==> src/rtl/fsmc_reg_bridge.sv <==
// fsmc_reg_bridge: FSMC multiplexed-bus slave bridge to N_CH register channels.
// Resamples the MCU strobes, latches the multiplexed address, decodes a
// contiguous channel window and issues single-cycle write/read strobes.
// Optional build macro FSMC_BRIDGE_STAT_EN adds a read-only status channel at
// index N_CH holding {WR_CNT, RD_CNT}; a write to it clears both counters.
module fsmc_reg_bridge #(
    parameter int                 DATA_W    = 16,
    parameter int                 ADDR_W    = 19,
    parameter int                 N_CH      = 4,
    parameter logic [ADDR_W-1:0]  BASE_ADDR = 19'h58000,
    parameter int                 CH_W      = $clog2(N_CH + 1)
) (
    input  logic                     CLK,
    input  logic                     RST,
    input  logic                     NE,
    input  logic                     NADV,
    input  logic                     NWE,
    input  logic                     NOE,
    input  logic [DATA_W-1:0]        AD_IN,
    input  logic [ADDR_W-DATA_W-1:0] A_HI,
    output logic [DATA_W-1:0]        AD_OUT,
    output logic                     AD_OE,
    output logic [CH_W-1:0]          CH_SEL,
    output logic                     WR_STB,
    output logic [DATA_W-1:0]        WR_DATA,
    output logic                     RD_STB,
    input  logic [N_CH*DATA_W-1:0]   RD_DATA,
    output logic                     HIT
);

    localparam int HI_W = ADDR_W - DATA_W;

    typedef enum logic [1:0] {S_IDLE, S_ADDR, S_WRITE, S_READ} state_t;

    // Strobe synchronizers, packed {NE, NADV, NWE, NOE}; edge flop skips NE.
    logic [3:0]        bus_s1_q, bus_s2_q;
    logic [2:0]        bus_d3_q;
    logic [DATA_W-1:0] ad_s1_q, ad_s2_q;
    logic [HI_W-1:0]   ahi_s1_q, ahi_s2_q;

    logic ne_s, nadv_s, nwe_s, noe_s;
    logic nadv_rise, nwe_fall, nwe_rise, noe_fall, noe_rise;

    logic [ADDR_W-1:0] addr_cap_q, addr_diff;
    logic [DATA_W-1:0] wr_data_q;
    logic              ch_hit, stat_hit, acc_hit;
    logic [CH_W-1:0]   ch_sel;
    logic [DATA_W-1:0] rd_word;

    state_t            state_q, state_d;
    logic              wr_stb_q, wr_stb_d;
    logic              rd_stb_q, rd_stb_d;
    logic              ad_oe_q, ad_oe_d;
    logic [DATA_W-1:0] ad_out_q, ad_out_d;

    // Two-flop resampling of every bus input plus one delay flop for edges.
    // Reset presets everything to 1 so a reset never fabricates a bus edge.
    always_ff @(posedge CLK) begin
        // NOTE: sequential state uses non-blocking (<=) so every flop samples
        // the pre-edge value of its neighbour and the chain shifts one stage.
        if (RST) begin
            bus_s1_q <= '1;
            bus_s2_q <= '1;
            bus_d3_q <= '1;
            ad_s1_q  <= '1;
            ad_s2_q  <= '1;
            ahi_s1_q <= '1;
            ahi_s2_q <= '1;
        end else begin
            bus_s1_q <= {NE, NADV, NWE, NOE};
            bus_s2_q <= bus_s1_q;
            bus_d3_q <= bus_s2_q[2:0];
            ad_s1_q  <= AD_IN;
            ad_s2_q  <= ad_s1_q;
            ahi_s1_q <= A_HI;
            ahi_s2_q <= ahi_s1_q;
        end
    end

    assign ne_s      = bus_s2_q[3];
    assign nadv_s    = bus_s2_q[2];
    assign nwe_s     = bus_s2_q[1];
    assign noe_s     = bus_s2_q[0];
    assign nadv_rise =  nadv_s & ~bus_d3_q[2];
    assign nwe_fall  = ~nwe_s  &  bus_d3_q[1];
    assign nwe_rise  =  nwe_s  & ~bus_d3_q[1];
    assign noe_fall  = ~noe_s  &  bus_d3_q[0];
    assign noe_rise  =  noe_s  & ~bus_d3_q[0];

    // Track the bus while NADV/NWE are low; the last value before the rising
    // edge is what stays latched.
    always_ff @(posedge CLK) begin
        if (RST) begin
            addr_cap_q <= '0;
            wr_data_q  <= '0;
        end else begin
            if (!nadv_s) addr_cap_q <= {ahi_s2_q, ad_s2_q};
            if (!nwe_s)  wr_data_q  <= ad_s2_q;
        end
    end

    // Window decode: one unsigned subtract covers both ends, because an
    // address below BASE_ADDR wraps to a huge offset.
    assign addr_diff = addr_cap_q - BASE_ADDR;
    assign ch_hit    = addr_diff < ADDR_W'(N_CH);
`ifdef FSMC_BRIDGE_STAT_EN
    assign stat_hit  = addr_diff == ADDR_W'(N_CH);
`else
    assign stat_hit  = 1'b0;
`endif
    assign acc_hit   = ch_hit | stat_hit;
    assign ch_sel    = acc_hit ? addr_diff[CH_W-1:0] : '0;

    // Read-data mux over the flattened channel bus.
    always_comb begin
        // NOTE: every always_comb output gets a default first, so no path
        // leaves it unassigned and no latch is inferred.
        rd_word = '0;
        for (int k = 0; k < N_CH; k++) begin
            if (ch_sel == CH_W'(k)) rd_word = RD_DATA[k*DATA_W +: DATA_W];
        end
    end

`ifdef FSMC_BRIDGE_STAT_EN
    logic [7:0]        wr_cnt_q, rd_cnt_q;
    logic              stat_clr;
    logic [DATA_W-1:0] stat_word;

    assign stat_clr  = (state_q == S_WRITE) && nwe_rise && stat_hit;
    assign stat_word = DATA_W'({wr_cnt_q, rd_cnt_q});

    // Hit-strobe counters; 8-bit natural wrap, cleared by a status write.
    always_ff @(posedge CLK) begin
        if (RST || stat_clr) begin
            wr_cnt_q <= '0;
            rd_cnt_q <= '0;
        end else begin
            if (wr_stb_d) wr_cnt_q <= wr_cnt_q + 8'd1;
            if (rd_stb_d) rd_cnt_q <= rd_cnt_q + 8'd1;
        end
    end
`endif

    // Access FSM next state, strobes and registered pad data.
    always_comb begin
        state_d  = state_q;
        wr_stb_d = 1'b0;
        ad_out_d = ad_out_q;
        unique case (state_q)
            S_IDLE:  if (nadv_rise && !ne_s) state_d = S_ADDR;
            S_ADDR: begin
                if (nwe_fall)      state_d = S_WRITE;
                else if (noe_fall) state_d = S_READ;
            end
            S_WRITE: begin
                // Evaluated before the NE override so a write ending together
                // with chip-select still strobes.
                if (nwe_rise) begin
                    state_d  = S_ADDR;
                    wr_stb_d = ch_hit;
                end
            end
            S_READ: begin
                if (noe_rise) state_d = S_ADDR;
                if (acc_hit) begin
`ifdef FSMC_BRIDGE_STAT_EN
                    ad_out_d = stat_hit ? stat_word : rd_word;
`else
                    ad_out_d = rd_word;
`endif
                end
            end
            default: state_d = S_IDLE;
        endcase
        if (ne_s) state_d = S_IDLE;
        rd_stb_d = (state_q != S_READ) && (state_d == S_READ) && ch_hit;
        ad_oe_d  = (state_d == S_READ) && acc_hit;
    end

    // State and output registers.
    always_ff @(posedge CLK) begin
        if (RST) begin
            state_q  <= S_IDLE;
            wr_stb_q <= 1'b0;
            rd_stb_q <= 1'b0;
            ad_oe_q  <= 1'b0;
            ad_out_q <= '0;
        end else begin
            state_q  <= state_d;
            wr_stb_q <= wr_stb_d;
            rd_stb_q <= rd_stb_d;
            ad_oe_q  <= ad_oe_d;
            ad_out_q <= ad_out_d;
        end
    end

    assign AD_OUT  = ad_out_q;
    assign AD_OE   = ad_oe_q;
    assign CH_SEL  = ch_sel;
    assign WR_STB  = wr_stb_q;
    assign WR_DATA = wr_data_q;
    assign RD_STB  = rd_stb_q;
    assign HIT     = acc_hit;

endmodule

==> config.mk <==
export PLATFORM = sky130hd
export DESIGN_NAME = fsmc_reg_bridge
export DESIGN_NICKNAME = d
export VERILOG_FILES = /design/src/rtl/fsmc_reg_bridge.sv
export SDC_FILE = /design/constraint.sdc
export NUM_CORES = 1
export LEC_CHECK = 0
export CAP_MARGIN = 15
export CORE_MARGIN = 3
export CORE_UTILIZATION = 50
export CTS_BUF_LIST = sky130_fd_sc_hd__clkbuf_8
export DETAILED_ROUTE_END_ITERATION = 16
export HOLD_SLACK_MARGIN = 0.03
export PLACE_DENSITY = 0.85
export SLEW_MARGIN = 25
export SYNTH_ARGS = -nofsm -noshare
export SYNTH_HDL_FRONTEND = slang
export SYNTH_SLANG_ARGS = --single-unit
==> constraint.sdc <==
create_clock -name CLK -period 4.8 [get_ports CLK]
set_input_delay 0.48 -clock CLK [delete_from_list [all_inputs] [get_ports CLK]]
set_output_delay 0.48 -clock CLK [all_outputs]
set_load 0.01 [all_outputs]
# == Word level (Yosys, flattened, before mapping) ==
# Index checks and enable logic that the tools add are counted.
# word_totals
reg_bits,105
inputBits,89
wordCells,57
out_inout_bits,39
# classes
reduce_logical,9
muxes,12
bitwise_logic,12
eq_ne,8
n_addsub,1
magnitude_cmp,1
# op_table
cell,n
two-way mux 16 bit,4
"< comparator 19 x 3 -> 1 bit, second input constant",1
"subtractor 19 bit, second input constant",1
two-way mux 2 bit,6
case mux 2 bit (4 select lines),1
inverter 1 bit,7
"equality test 2 bit, second input constant",3
"equality test 3 x 2 -> 1 bit, second input constant",2
bitwise AND 1 bit,5
logical AND 1 bit,4
"equality test 3 x 1 -> 1 bit, second input constant",1
zero test 3 bit,1
two-way mux 3 bit,1
OR reduction 3 bit,1
"equality test 2 x 1 -> 1 bit, second input constant",1
zero test 2 bit,1
"!= test 2 bit, second input constant",1
AND reduction 2 bit,1
zero test 1 bit,1

# == Longest topological paths before layout ==
# Gate-level depths: netlist of run 1.
# depth
ltp_word,9
mapped_depth,7
ltp_nobuf,5

# == Worst setup path after synthesis of run 1 ==
# No wires, ideal clock.
# synth_path
kind,register to output
start,register addr_cap_q[9]
end,output CH_SEL[0]
stages_incl_launch_ff,5
required_ps,4320
path_buffers,0
slack_ps,3044
arrival_time_ps,1276
cell_sequence,dfxtp_1 -> nor4_2 -> nand4_2 -> nor2_1 -> and2_1
# synth_between
elab_chain_cells,3
# synth_lines
element,line,source
start: declaration,44,"logic [ADDR_W-1:0] addr_cap_q, addr_diff;"
start signal: assignment,97,"if (!nadv_s) addr_cap_q <= {ahi_s2_q, ad_s2_q};"
subtractor 19 bit,104,assign addr_diff = addr_cap_q - BASE_ADDR;
< comparator 19 x 3 -> 1 bit,105,assign ch_hit = addr_diff < ADDR_W'(N_CH);
net HIT,28,output logic HIT
two-way mux 3 bit,112,assign ch_sel = acc_hit ? addr_diff[CH_W-1:0] : '0;
end: declaration,23,"output logic [CH_W-1:0] CH_SEL,"
# The timed path passes the listed nets, and every way through them passes these cells.

# == Worst setup path after layout of run 1 ==
# layout_path
start,register addr_cap_q[9]
end,output CH_SEL[1]
# layout_between
elab_chain_cells,3
# layout_lines
element,line
subtractor 19 bit,104
< comparator 19 x 3 -> 1 bit,105
two-way mux 3 bit,112
# Every way passes these cells.

==> impl_metrics.env, run 1 <==
export IMPL_num_rows=31
export IMPL_max_cap_viol_count=0
export IMPL_grt_overflow=0
export IMPL_cts_buffer_depth=2
export IMPL_yosysSeqAreaShare=0.547
export IMPL_die_area_um2=8770
export IMPL_grt_usage=0.200
export IMPL_vias_per_cell=5.01
export IMPL_cts_tree="done"
export IMPL_nFillCells=554
export IMPL_nNetsFinal=589
export IMPL_routed_wl_um=8910
export IMPL_async_reset_ff_frac=0
export IMPL_yosysUniqueCellTypes=35
export IMPL_wl_per_cell_um=14.8
export IMPL_start_util=0.521
export IMPL_synth_edff_count=0
export IMPL_setup_violations=0
export IMPL_clock_latency_ns=0.36
export IMPL_min_from="ad_s1_q[6]"
export IMPL_grt_pass1_vias=2921
export IMPL_postCtsSetupBuffers=0
export IMPL_drc=0
export IMPL_hpwl_um=6370
export IMPL_slew_viol_final=0
export IMPL_start_kind="register"
export IMPL_cp_end_kind="primary output"
export IMPL_ios=128
export IMPL_cts_sinks=105
export IMPL_min_path_cells=1
export IMPL_cts_hold_buf=0
export IMPL_setup_tns_ns=0
export IMPL_worstReg2RegEnd="AD_OUT[7]"
export IMPL_grt_first_pass_wirelength_um=13800
export IMPL_postSynthCellCount=385
export IMPL_required_ns=4.32
export IMPL_io_buffers=126
export IMPL_syn_to_final_growth_pct=39.5
export IMPL_num_vias=3028
export IMPL_hold_end="ad_s2_q[6]"
export IMPL_syn_area_um2=3840
export IMPL_ir_drop_uv=219
export IMPL_ys_ff_latch=105
export IMPL_core_um2=7370
export IMPL_avgSynthCellArea_um2=9.98
export IMPL_status="complete, no violations"
export IMPL_timing_rr_start="addr_cap_q[0]"
export IMPL_clk_root_buffer_cell="clkbuf_8"
export IMPL_rsz0062_at_grt="no"
export IMPL_max_slew_margin=0.340
export IMPL_worstSetupPathType="register to primary output"
export IMPL_ctsResizeCount=0
export IMPL_fp_dieW_um=93.7
export IMPL_dr_pass1_iters=4
export IMPL_fmax_ghz=0.359
export IMPL_numCtsBuffers=9
export IMPL_postRouteAntennaNets=0
export IMPL_reg2regPathDepth=4
export IMPL_power_density_nw_per_um2=318
export IMPL_worstPathArrival_ns=2.31
export IMPL_min_path_type="register to register"
export IMPL_cp_max_fo=6
export IMPL_die_h_um=93.7
export IMPL_post_route_period_util=0.581
export IMPL_syn_nets=474
export IMPL_stdcell_area_um2=5360
export IMPL_place_area_um2=5130
export IMPL_synthFlopType="dfxtp_1"
export IMPL_power_leakage_uw=0.00228
export IMPL_drt_iter0_drc=107
export IMPL_hold_violations=0
export IMPL_finClkSkew_ns=0.0117
export IMPL_final_util=0.727
export IMPL_drive_above_1_share=0.150
export IMPL_yosysWarnings=0
export IMPL_htreeDepth=3
export IMPL_antennaDiodeCount=0
export IMPL_finalPower_uw=1700
export IMPL_worst_slew_pin_slew_ns=0.985
export IMPL_routabilityCongestion=0.764
export IMPL_reg2reg_slack_ns=2.57
export IMPL_clkSlewWorstSetupHoldPaths_ns=0.10
export IMPL_grt_start_max_net_pins=91
export IMPL_period_minus_slack_ns=2.79
export IMPL_antenna_found_initial=0
## cell usage in the layout (no fill, tap or decap), types with 2 or more instances in the layout
master           Yosys  layout
a21oi_1             15      15
a22oi_1             14      14
and2_1               2       2
buf_4                1       3
bufinv_16            0       2
clkbuf_8             0       9
clkdlybuf4s50_1      0     125
clkinvlp_4           0       2
dfxtp_1            105     104
inv_1               12      12
inv_8                0       2
mux2i_1             36      36
mux4_2               2       2
nand2_1             20      20
nand2b_1             4       4
nand3_1              2       2
nand4_1              2       2
nor2_1              45      45
nor2b_1             18      18
nor3_1               2       2
nor3_2               2       2
nor4_1               4       4
o211ai_1             3       3
o221ai_1            11      11
or2_2               49      49
## metal layers
layer / vias up / wire length, um / GRT usage / part of all wire
li1: 1523 / - / - / -
met1: 1374 / 3740 / 0.238 / 0.42
met2: 121 / 4260 / 0.347 / 0.48
met3: 10 / 817 / 0.0537 / 0.092
met4: 0 / 94 / 0.0710 / 0.011
met5: - / 0 / 0 / 0
## synth_stat cells (2+ instances only)
cell type	count	area, um^2
and2_1	2	12.5
nor3_1	2	10.0
o221ai_1	11	96.3
nor4_1	4	25.0
nor2b_1	18	113
or2_2	49	307
clkbuf_1	17	63.8
inv_1	12	45.0
o211ai_1	3	22.5
nor2_1	45	169
a21oi_1	15	75.1
a22oi_1	14	105
nand2_1	20	75.1
nor3_2	2	20.0
mux2i_1	36	360
buf_2	6	30.0
nand2b_1	4	25.0
dfxtp_1	105	2100
nand4_1	2	12.5
mux4_2	2	45.0
nand3_1	2	10.0
## power breakdown
part	switching, uW	internal [uW]
Combinational	60.6	115
Sequential	22.7	905
Clock	301	300
Total	384	1320
## metrics by stage
stage | hold slack (ns) | cells | setup slack (ns)
floorplan | 0.389 | 385 | 3.04
global placement | 0.392 | 588 | 2.42
detailed placement | 0.392 | 588 | 2.31
CTS | 0.411 | 604 | 1.99
global route | 0.422 | 604 | 1.81
finish | 0.414 | 604 | 2.01
## cell type report
class,count,area (um^2),area share
Inverter,12,45.0,0.00840
Tap cell,99,124,0.0231
Multi-Input combinational cell,243,1580,0.295
Clock inverter,7,103,0.0191
Timing Repair Buffer,129,1280,0.239
Sequential cell,105,2100,0.392
Clock buffer,9,124,0.0231
## cell families (layout without fill, tap and decap cells)
kind of cell / after synthesis / after routing / share of synthesized area
simple gates: 156 / 156 / 0.218
other cells: 1 / 1 / 0.000976
mux: 38 / 38 / 0.106
compound gates: 48 / 48 / 0.0876
flops: 105 / 105 / 0.547
buf+inv: 37 / 157 / 0.0410
## registers in the layout (all words and copies together), names as in the netlist
name	flops
WR_DATA	16
bus_s1_q	4
bus_d3_q	3
state_q	2
ahi_s2_q	3
AD_OE	1
ad_s2_q	16
addr_cap_q	19
ad_s1_q	16
bus_s2_q	4
WR_STB	1
AD_OUT	16
ahi_s1_q	3
RD_STB	1
## critical path, stage by stage, from the launching register on
cell and delay [ns]:
dfxtp_1 0.34, nor4_2 0.30, nand4_2 0.17, nor2_1 0.41
and2_1 0.20, clkdlybuf4s50_1 0.53
## how the worst max path moves through the flow
stage / from / end / slack (ns)
2_1_floorplan: addr_cap_q[9] / CH_SEL[0] / 3.04
3_3_place_gp: RST / AD_OUT[7] / 2.42
3_5_place_dp: RST / AD_OUT[7] / 2.31
4_1_cts: addr_cap_q[9] / CH_SEL[1] / 1.99
5_1_grt: addr_cap_q[6] / CH_SEL[1] / 1.81
6_report: addr_cap_q[9] / CH_SEL[1] / 2.01
(Power assumes the default switching activity.)
==> run 2: changes to the inputs <==
Settings changed: CORE_UTILIZATION 50 to 42, PLACE_DENSITY 0.85 to 0.76.
Clock period 4.8 ns to 2.5 ns, I/O delays scaled along.
==> run 2 against run 1 <==
  * Sequential share of layout area down 0.57 points
  * Clock skew down 0.0039 ns
  * Die area up 18%
  * Hold slack worse by 0.12 ns
  * Clock-buffer cell count unchanged
  * Critical endpoint is now CH_SEL[0]
==> impl_metrics.env, run 2 (synthesis gave the netlist of run 1 again) <==
export IMPL_status="complete, no violations"
export IMPL_drt_iter0_drc=124
export IMPL_place_area_um2=5180
export IMPL_post_route_period_util=0.930
export IMPL_regMostFlops="addr_cap_q"
export IMPL_rsz0062_at_grt="no"
export IMPL_required_ns=2.25
export IMPL_cp_max_fo=6
export IMPL_grt_pass1_vias=2921
export IMPL_routabilityCongestion=0.819
export IMPL_cts_buffer_depth=2
export IMPL_grt_overflow=0
export IMPL_layout_common_cells="clkdlybuf4s50_1 (125), dfxtp_1 (105), or2_2 (49)"
export IMPL_final_util=0.617
export IMPL_min_path_type="input pin to register"
export IMPL_period_minus_slack_ns=2.33
export IMPL_cts_tree="done"
export IMPL_reg2reg_slack_ns=0.59
export IMPL_grt_first_pass_wirelength_um=13800
export IMPL_ir_drop_uv=345
export IMPL_max_slew_margin=0.584
export IMPL_cts_hold_buf=0
export IMPL_die_h_um=102
export IMPL_grt_usage=0.171
export IMPL_slew_viol_final=0
export IMPL_clkSlewWorstSetupHoldPaths_ns=0.09
export IMPL_grt_start_max_net_pins=66
export IMPL_dr_pass1_iters=4
export IMPL_nFillCells=752
export IMPL_drc=0
export IMPL_cp_startpoint="addr_cap_q[9]"
export IMPL_routed_wl_um=8960
export IMPL_num_vias=3031
export IMPL_worstPathArrival_ns=2.08
export IMPL_holdWs_ns=0.298
export IMPL_timing_rr_start="addr_cap_q[6]"
export IMPL_crit_end="CH_SEL[0]"
export IMPL_layout_area_seq_um2=2100
export IMPL_fmax_ghz=0.430
export IMPL_hpwl_um=6710
export IMPL_postRouteAntennaNets=0
export IMPL_max_cap_viol_count=0
export IMPL_final_common_cell="clkdlybuf4s50_1"
export IMPL_cp_end_kind="primary output"
export IMPL_start_util=0.436
export IMPL_syn_to_final_growth_pct=41.5
export IMPL_nNetsFinal=595
export IMPL_worstReg2RegEnd="AD_OUT[8]"
export IMPL_largest_register_ffs=19
export IMPL_cts_sinks=105
export IMPL_start_kind="register"
export IMPL_setup_tns_ns=0
export IMPL_wl_per_cell_um=14.5
export IMPL_max_stage_delay_ns=0.54
export IMPL_hold_violations=0
export IMPL_io_buffers=126
export IMPL_clk_root_buffer_cell="clkbuf_8"
export IMPL_worstSetupPathType="register to primary output"
export IMPL_numCtsBuffers=9
export IMPL_core_um2=8810
export IMPL_power_density_nw_per_um2=615
export IMPL_worst_slew_pin_slew_ns=0.623
export IMPL_reg2regPathDepth=6
export IMPL_stdcell_area_um2=5440
export IMPL_power_leakage_uw=0.00233
export IMPL_drive_above_1_share=0.159
export IMPL_cp_cell_sequence="nor4_2 > nand4_2 > nor2_4 > and2_1 > clkdlybuf4s50_1"
export IMPL_num_rows=34
export IMPL_multi_input_area_um2=1590
export IMPL_clock_latency_ns=0.36
export IMPL_vias_per_cell=4.90
export IMPL_cpMaxStageDelayCell="clkdlybuf4s50_1"
export IMPL_finClkSkew_ns=0.00781
export IMPL_setup_violations=0
export IMPL_antennaDiodeCount=0
export IMPL_ios=128
export IMPL_fp_dieW_um=102
export IMPL_htreeDepth=3
export IMPL_die_area_um2=10300
export IMPL_antenna_found_initial=0
## run 2: per-layer routing
metal	vias to the layer above	wire [um]	GRT usage
li1	1541	-	-
met1	1356	3790	0.203
met2	121	4150	0.292
met3	13	842	0.0482
met4	0	170	0.0654
met5	-	0	0
## run 2: power by group
group | internal [uW] | switching [uW]
clock | 667 | 553
combinational | 226 | 125
sequential | 1740 | 37.3
total | 2630 | 715
## run 2: cell type report
| type | instances | share of cell area |
|---|---|---|
| clock buffers | 9 | 0.0228 |
| well taps | 108 | 0.0249 |
| flip-flops and latches | 105 | 0.387 |
| inverters | 12 | 0.00829 |
| multi-input cells | 243 | 0.293 |
| repair buffers | 135 | 0.243 |
| clock inverters | 7 | 0.0214 |
## run 2: worst min-delay path by stage
| stage | slack, ns | cells after the start | to | from |
|---|---|---|---|---|
| after floorplan | 0.35 | 1 | ad_s1_q[0] | AD_IN[0] |
| after global placement | 0.39 | 1 | ad_s2_q[8] | ad_s1_q[8] |
| after detailed placement | 0.39 | 1 | ad_s2_q[0] | ad_s1_q[0] |
| after CTS | 0.29 | 2 | addr_cap_q[1] | RST |
| after global routing | 0.31 | 2 | addr_cap_q[1] | RST |
| final | 0.30 | 2 | addr_cap_q[1] | RST |
## run 2: critical path: cells and delay by family, from the launching register on
kind	cells	cell delay [ns]
buffers and inverters	1	0.54
flip-flops	1	0.34
AND/OR/NAND/NOR	4	0.84
## run 2: repair_timing
item                       in CTS  in global routing
setup endpoints to repair       2                  2
setup buffers                   0                  1
pin swaps                       0                  1
gates resized for setup         1                  1
## run 2: metrics by stage
step	cells	power (uW)	setup slack, ns
6_report	619	3350	0.175
5_1_grt	619	3490	0.00452
4_1_cts	618	3380	0.0799
3_5_place_dp	602	2160	0.376
3_3_place_gp	602	2150	0.436
2_1_floorplan	385	1960	0.913
